--- config.mk ---
export PLATFORM = sky130hd
export DESIGN_NAME = pipeline_hazard_tracker
export DESIGN_NICKNAME = d
export VERILOG_FILES = /design/src/rtl/pipeline_hazard_tracker.sv
export SDC_FILE = /design/constraint.sdc
export NUM_CORES = 1
export LEC_CHECK = 0
export BUFFER_PORTS_ARGS = -buffer_cell sky130_fd_sc_hd__buf_4
export CAP_MARGIN = 20
export CORE_MARGIN = 8
export CORE_UTILIZATION = 45
export CTS_CLUSTER_DIAMETER = 120
export DETAILED_ROUTE_END_ITERATION = 10
export PLACE_DENSITY = 0.71
export SLEW_MARGIN = 30
export SYNTH_ARGS = -nofsm -noshare
export SYNTH_HDL_FRONTEND = slang
export SYNTH_SLANG_ARGS = --single-unit
--- constraint.sdc ---
create_clock -name clk -period 7 [get_ports clk]
set_input_delay 0.35 -clock clk [delete_from_list [all_inputs] [get_ports clk]]
set_output_delay 0.35 -clock clk [all_outputs]
set_load 0.005 [all_outputs]
--- src/rtl/pipeline_hazard_tracker.sv ---
// Pipeline hazard tracker: follows the destination registers of the instructions
// in EXE/MEM/WB, detects load-use hazards against the instruction in ID, and
// generates stall/flush controls plus saturating event counters.
//
// state | meaning
// ------+-------------------------------------------------------------------
// RUN   | normal flow; PC and IF/ID advance, ID instruction enters EXE
// STALL | load-use hold; PC and IF/ID frozen, bubble into EXE
// FLUSH | taken control transfer; IF/ID cleared, bubble into EXE, PC moves
//
// state_cur is the state the machine is in for the current cycle. It is formed
// combinationally from the previous cycle's state (state_q) and the live hazard
// inputs, so a stall or flush acts in the same cycle its cause is seen. A STALL
// or FLUSH lasts exactly one cycle.

module pipeline_hazard_tracker #(
  parameter int CNT_W = 16
) (
  input  logic             clk,
  input  logic             arst,
  input  logic             id_valid,
  input  logic             id_reg_write,
  input  logic             id_mem_read,
  input  logic [4:0]       id_waddr,
  input  logic [4:0]       id_rs,
  input  logic [4:0]       id_rt,
  input  logic             id_uses_rt,
  input  logic             branch_taken,
  output logic             pc_write,
  output logic             if_id_write,
  output logic             id_exe_bubble,
  output logic             if_id_flush,
  output logic             exe_mem_reg_write,
  output logic             mem_wb_reg_write,
  output logic [4:0]       exe_mem_waddr,
  output logic [4:0]       mem_wb_waddr,
  output logic [CNT_W-1:0] stall_cnt,
  output logic [CNT_W-1:0] flush_cnt
);

  typedef enum logic [1:0] {
    RUN   = 2'd0,
    STALL = 2'd1,
    FLUSH = 2'd2
  } state_t;

  // The EXE tag carries mem_read because load-use detection needs it there.
  // Once the producer has left EXE its load result is available for forwarding,
  // so MEM and WB only keep what the forwarding logic consumes.
  typedef struct packed {
    logic       reg_write;
    logic       mem_read;
    logic [4:0] waddr;
  } exe_tag_t;

  typedef struct packed {
    logic       reg_write;
    logic [4:0] waddr;
  } fwd_tag_t;

  state_t   state_q;
  state_t   state_cur;
  exe_tag_t exe_tag;
  exe_tag_t id_tag;
  fwd_tag_t mem_tag;
  fwd_tag_t wb_tag;
  logic     load_use;

  // Tag presented by the ID stage; writes to r0 are never tracked.
  always_comb begin
    id_tag.reg_write = id_reg_write && (id_waddr != 5'd0);
    id_tag.mem_read  = id_mem_read;
    id_tag.waddr     = id_waddr;
  end

  // Load in EXE whose destination is read by the instruction in ID.
  always_comb begin
    load_use = 1'b0;
    if (id_valid && exe_tag.mem_read && exe_tag.reg_write && (exe_tag.waddr != 5'd0)) begin
      load_use = (exe_tag.waddr == id_rs) ||
                 (id_uses_rt && (exe_tag.waddr == id_rt));
    end
  end

  // Current-cycle state; a taken branch outranks a load-use stall.
  always_comb begin
    state_cur = RUN;
    if (!arst) begin
      unique case (state_q)
        RUN: begin
          if (branch_taken) begin
            state_cur = FLUSH;
          end else if (load_use) begin
            state_cur = STALL;
          end
        end
        STALL: begin
          if (branch_taken) begin
            state_cur = FLUSH;
          end
        end
        FLUSH: begin
          state_cur = RUN;
        end
        default: begin
          state_cur = RUN;
        end
      endcase
    end
  end

  // Pipeline control enables decoded from the current-cycle state.
  always_comb begin
    pc_write      = 1'b1;
    if_id_write   = 1'b1;
    id_exe_bubble = 1'b0;
    if_id_flush   = 1'b0;
    unique case (state_cur)
      STALL: begin
        pc_write      = 1'b0;
        if_id_write   = 1'b0;
        id_exe_bubble = 1'b1;
      end
      FLUSH: begin
        if_id_flush   = 1'b1;
        id_exe_bubble = 1'b1;
      end
      default: begin
        pc_write      = 1'b1;
      end
    endcase
  end

  // Remember this cycle's state so the next cycle knows a stall/flush just ran.
  always_ff @(posedge clk or posedge arst) begin
    if (arst) begin
      state_q <= RUN;
    end else begin
      state_q <= state_cur;
    end
  end

  // Shadow tags advance one stage per clock; a bubble or empty ID slot enters as zero.
  always_ff @(posedge clk or posedge arst) begin
    if (arst) begin
      exe_tag <= '0;
      mem_tag <= '0;
      wb_tag  <= '0;
    end else begin
      if (id_valid && !id_exe_bubble) begin
        exe_tag <= id_tag;
      end else begin
        exe_tag <= '0;
      end
      mem_tag.reg_write <= exe_tag.reg_write;
      mem_tag.waddr     <= exe_tag.waddr;
      wb_tag            <= mem_tag;
    end
  end

  assign exe_mem_reg_write = mem_tag.reg_write;
  assign exe_mem_waddr     = mem_tag.waddr;
  assign mem_wb_reg_write  = wb_tag.reg_write;
  assign mem_wb_waddr      = wb_tag.waddr;

  // Saturating counts of frozen-PC cycles and IF/ID flush cycles.
  always_ff @(posedge clk or posedge arst) begin
    if (arst) begin
      stall_cnt <= '0;
      flush_cnt <= '0;
    end else begin
      if (!pc_write && (stall_cnt != '1)) begin
        stall_cnt <= stall_cnt + CNT_W'(1);
      end
      if (if_id_flush && (flush_cnt != '1)) begin
        flush_cnt <= flush_cnt + CNT_W'(1);
      end
    end
  end

endmodule

### Word level (Yosys, flattened, before mapping)

Cells that the tools add are included.

* eq/ne operators: 7
* $add $sub $neg: 2
* reductions and logical operators: 14
* mux-type cells: 10

Operator list (number)
* $add 16x1->16 const B: 2
* $ne 16x16->1 const B: 2
* $eq 5x5->1: 2
* $reduce_bool 5->1: 2
* $logic_and 1x1->1: 8
* $mux 7: 1
* $mux 2: 3
* $mux 1: 5
* $eq 2x1->1 const B: 2
* $pmux 2 s2: 1
* $eq 2x2->1 const B: 1
* $logic_not 2->1: 1
* $reduce_or 2->1: 1
* $logic_not 1->1: 1
* $logic_or 1x1->1: 1

* input bits: 22
* output and inout port bits: 48
* word-level logic and storage cells: 43
* register bits: 53

### Longest topological paths before layout

* depth in word-level cells: 14
* depth in mapped cells: 10
* mapped depth without buffers: 9

### Worst setup path after synthesis

OpenSTA, ideal clock, no wires.

* path kind: register to register
* from: register exe_tag[1] in the netlist's numbering
* to: register stall_cnt[15]
* data arrival time: 2131 ps
* buffers on the path: 1
* library setup time: 125 ps
* setup slack: 4744 ps
* period minus slack after synthesis: 2256 ps
* stages on the path, launching flop included: 9
* path through: dfrtp_1 -> or4_1 -> o2111a_1 -> ha_1 -> buf_2 -> nand4_1 -> nor2_1 -> nand3_1 -> mux2_2

* word-level cells in the longest chain between the ends: 10

RTL lines
* start: declaration: RTL line 63 `exe_tag_t exe_tag;`
* start signal: assignment: RTL line 151 `exe_tag <= id_tag;`
* $eq 5x5->1: RTL line 81 `(id_uses_rt && (exe_tag.waddr == id_rt));`
* $logic_and 1x1->1: RTL line 81
* $logic_or 1x1->1: RTL line 80 `load_use = (exe_tag.waddr == id_rs) ||`
* $mux 1 (*): RTL line 79 `if (id_valid && exe_tag.mem_read && exe_tag.reg_write && (exe_tag.waddr != 5'd0)) begin`
* $mux 1 (*): RTL line 93 `end else if (load_use) begin`
* $mux 2 (*): RTL line 91 `if (branch_taken) begin`
* $pmux 2 s2 (*): RTL line 89 `unique case (state_q)`
* $mux 2 (*): RTL line 88 `if (!arst) begin`
* net state_cur[0]: RTL line 62 `state_t state_cur;`
* $eq 2x1->1 (*): RTL line 118 `unique case (state_cur)`
* $logic_and 1x1->1 (*): RTL line 172 `if (!pc_write && (stall_cnt != '1)) begin`
* end signal: assignment: RTL line 173 `stall_cnt <= stall_cnt + CNT_W'(1);`
* end: declaration: RTL line 37 `output logic [CNT_W-1:0] stall_cnt,`

The timed path passes the listed nets; every way through them passes the cells marked *.
A chain may end at the register's enable or synchronous reset.

### Worst setup path after layout

* from: register exe_tag[3] in the netlist's numbering
* to: register stall_cnt[15]

Same word-level chain as after synthesis.

==> impl_results.md <==
- Syn avg cell area: between 10 and 15 um2
- Crit path launch type: flip-flop
- CP Launch Point: exe_tag[3]$_DFF_PP0_
- Status: complete, no violations
- Combinational share of power: 0.141
- Routed WL per cell: 14.91 um
- Crit path required time: 7.19 ns
- Die area: 7817 um2
- DRT antenna net count: 0
- # IOs: 70
- Reg2Reg Depth: 9
- Final min period: 2.559 ns
- Arrival time worst endpoint: 2.75 ns
- Setup tns final: 0 ns
- CTS Hold Bufs: 0
- Max-Cap Viols: 0
- Cts repair resizes: 0
- Antenna cell count: 0
- RD Place Congestion: 0.7625
- Clock Path Buffers: 2
- CTS Buf Count: 5
- Cell Area, Synth: 2360 um2
- Syn Inst Count: 207
- Drt via density: 5.192
- CTS HTree Levels: 2
- Syn nets: between 200 and 250
- Synth Warn #: 0
- First-pass GRT wire length: approximately 8700 um
- Final count of negative-setup-slack endpoints: 0
- Final Hold Viols: 0
- Total number of vias: 1812
- Largest net degree at the start of global routing: 54
- Clk_lat worst skew: 0.30 ns
- Synth unique cells: 37
- Worst Setup End Kind: flip-flop
- Root Buffer: clkbuf_8
- R2r endpoint: stall_cnt[15]$_DFFE_PP0P_
- Fmax: 0.3907 GHz
- Tightest Hold Check Type: input port to asynchronous set/reset pin
- Worst Setup EP: stall_cnt[15]$_DFFE_PP0P_
- CTS tree: done
- Share of cells above drive strength 1: 0.3082
- Seq/Total Area, Yosys: 0.5620
- Detailed Place HPWL: 3932 um
- Final Cell Area: roughly 3000 um2
- Port bufs: 69
- Peak VDD IR: 128.9 uV
- Die W: 88.42 um
- Post-route DRC: 0
- Die height: a little under 90 um
- Final Routed Wirelength: 5202 um
- Placement row count: 26
- Psw: 0.0001591 W
- Grt ovf: 0
- RSZ-0062 raised after global routing: false
- Initial Utilization: 0.4650
- Pre-CTS setup slack: 4.446 ns
- Clock Pin Slew Worst Setup and Hold Paths: ~0.090 ns
- Worst-path fanout max: 9
- Core area: 5075 um2
- R2r startpoint: exe_tag[3]$_DFF_PP0_
- Skew final: 0.004981 ns
- PD cells: about 210 nW/um2
- Worst setup margin: approximately 4.4 ns
- Vias in the first global route: ~1900
- Initial antenna violation count: 0
- Drt initial violations: ~100
- #FFs+latches synth: 53
- Fillers: 455
- GRT Util Overall: 0.1425
- Setup bufs post-CTS: 0
- Pleak: around 1.5 nW
- Int Power: 0.0004680 W
- Slew HR: 0.5780
- Total power draw: 0.0006270 W
- DR pass1 iterations: 4
- Reg power frac: 0.564
- Slew Viols, Final: 0
- Synth-to-Final Area Change: 28.74%
- Dpl cell area: ~2900 um2
- Sw Ratio: 0.2537
- Reg-to-reg slack, setup: between 4 and 5 ns
- Clk sinks: 53
- NumNets Final: between 300 and 400
- Clock Power Share: 0.295
- Period utilisation layout: 0.3656
- Worst-Margin Slew: 0.6330 ns
- Crit Path Category: flip-flop to flip-flop
## worst min-delay path by stage
stage                                      from                          end  slack, ns  cells past startpoint
floorplan                  exe_tag[6]$_DFF_PP0_  exe_mem_reg_write$_DFF_PP0_       0.35                      0
global placement    exe_mem_reg_write$_DFF_PP0_   mem_wb_reg_write$_DFF_PP0_       0.36                      0
detailed placement   exe_mem_waddr[2]$_DFF_PP0_    mem_wb_waddr[2]$_DFF_PP0_       0.37                      0
CTS                                        arst     stall_cnt[1]$_DFFE_PP0P_       0.18                      2
global route                               arst         exe_tag[0]$_DFF_PP0_       0.19                      2
finish                                     arst         exe_tag[5]$_DFF_PP0_       0.15                      2
## sequential cells by signal (all words and copies together) (netlist names)
signal             count
flush_cnt             16
mem_wb_reg_write       1
mem_wb_waddr           5
state_q                2
stall_cnt             16
exe_tag                7
exe_mem_reg_write      1
exe_mem_waddr          5
## through the flow
| step | hold WS (ns) | std cells | util |
|---|---|---|---|
| final | 0.1480 | 349 | 0.5986 |
| after global routing | 0.1940 | 349 | 0.5986 |
| after detailed placement | 0.3670 | 341 | 0.5786 |
| after floorplan | 0.3472 | 207 | - |
| after CTS | 0.1752 | 349 | 0.5986 |
| after global placement | 0.3573 | 341 | 0.5782 |
## placed cells by master, fill, tap and decap left out, types with 2 or more instances in the layout
cell / count
a21oi_1: 7
and4_1: 3
and3_2: 2
xnor2_1: 31
clkbuf_8: 7
nand4_1: 13
nand3_1: 20
nand2_1: 13
a31oi_1: 3
or4_1: 2
inv_1: 6
and3_1: 13
buf_4: 69
mux2_2: 2
ha_1: 4
xor2_1: 3
nor2_1: 9
dfrtp_1: 53
## final cells by class
| cell class | count | area [um2] | share of cell area |
|---|---|---|---|
| flip-flops and latches | 53 | 1326 | 0.4366 |
| multi-input cells | 142 | 975.9 | 0.3213 |
| repair buffers | 69 | 518.0 | 0.1705 |
| clock buffers | 7 | 96.34 | 0.03171 |
| well taps | 70 | 87.58 | 0.02883 |
| inverters | 7 | 28.78 | 0.009473 |
| clock inverters | 1 | 5.005 | 0.001647 |
## power groups by stage
stage | clock network, W | registers [W] | logic (W)
after CTS | 0.000191 | 0.000353 | 0.0000912
final | 0.000185 | 0.000354 | 0.0000881
after global routing | 0.000204 | 0.000358 | 0.0000995
after floorplan | 0 | 0.000355 | 0.0000370
after global placement | 0 | 0.000359 | 0.0000875
after detailed placement | 0 | 0.000359 | 0.0000906
## Yosys cell counts, drive strengths merged
library cell	number	share of area
o2111ai	1	0.0037
buf	3	0.010
nand4b	1	0.0037
mux2i	1	0.0042
o22ai	1	0.0027
a311oi	1	0.0037
and4	4	0.015
clkbuf	2	0.0032
o2111a	1	0.0048
o21a	1	0.0032
xnor2	31	0.12
xor2	3	0.011
o21ai	1	0.0021
nor4	1	0.0027
a41oi	1	0.0037
o311ai	1	0.0037
nand4	14	0.040
a21oi	7	0.015
nand2	14	0.025
a31oi	3	0.0080
ha	4	0.021
dfrtp	53	0.56
nand3	20	0.042
nor3	1	0.0021
mux2	3	0.016
and3	15	0.041
or4	2	0.0064
and2	1	0.0027
nor2	9	0.014
inv	7	0.011
## worst max-delay path: stages (launching register included)
cell and delay, ns:
dfrtp_1 0.45, xnor2_1 0.20, nand2_1 0.07, o22ai_1 0.20, o2111a_1 0.24, ha_1 0.38
nand4_1 0.18, nor2_1 0.31, nand3_1 0.13, mux2_2 0.29
## cells by family after synthesis
logic type / Yosys count / synth area share
DFF: 53 / 0.5620
adders and majority gates: 4 / 0.02121
AOI/OAI and AO/OA: 18 / 0.05037
and+or+nand+nor: 82 / 0.1957
buffers and inverters: 12 / 0.02439
xor gates and xnor gates: 34 / 0.1262
muxes: 4 / 0.02015
## metal layers
metal / share of wire / up-vias / track usage / wire, um
met1: 0.45 / 876 / 0.1771 / 2323
li1: - / 884 / - / -
met4: 0.015 / 0 / 0.06298 / 80
met5: 0 / - / 0 / 0
met3: 0.065 / 7 / 0.04178 / 336
met2: 0.47 / 45 / 0.2240 / 2462
Note: power is estimated with default switching activity, not from simulation.
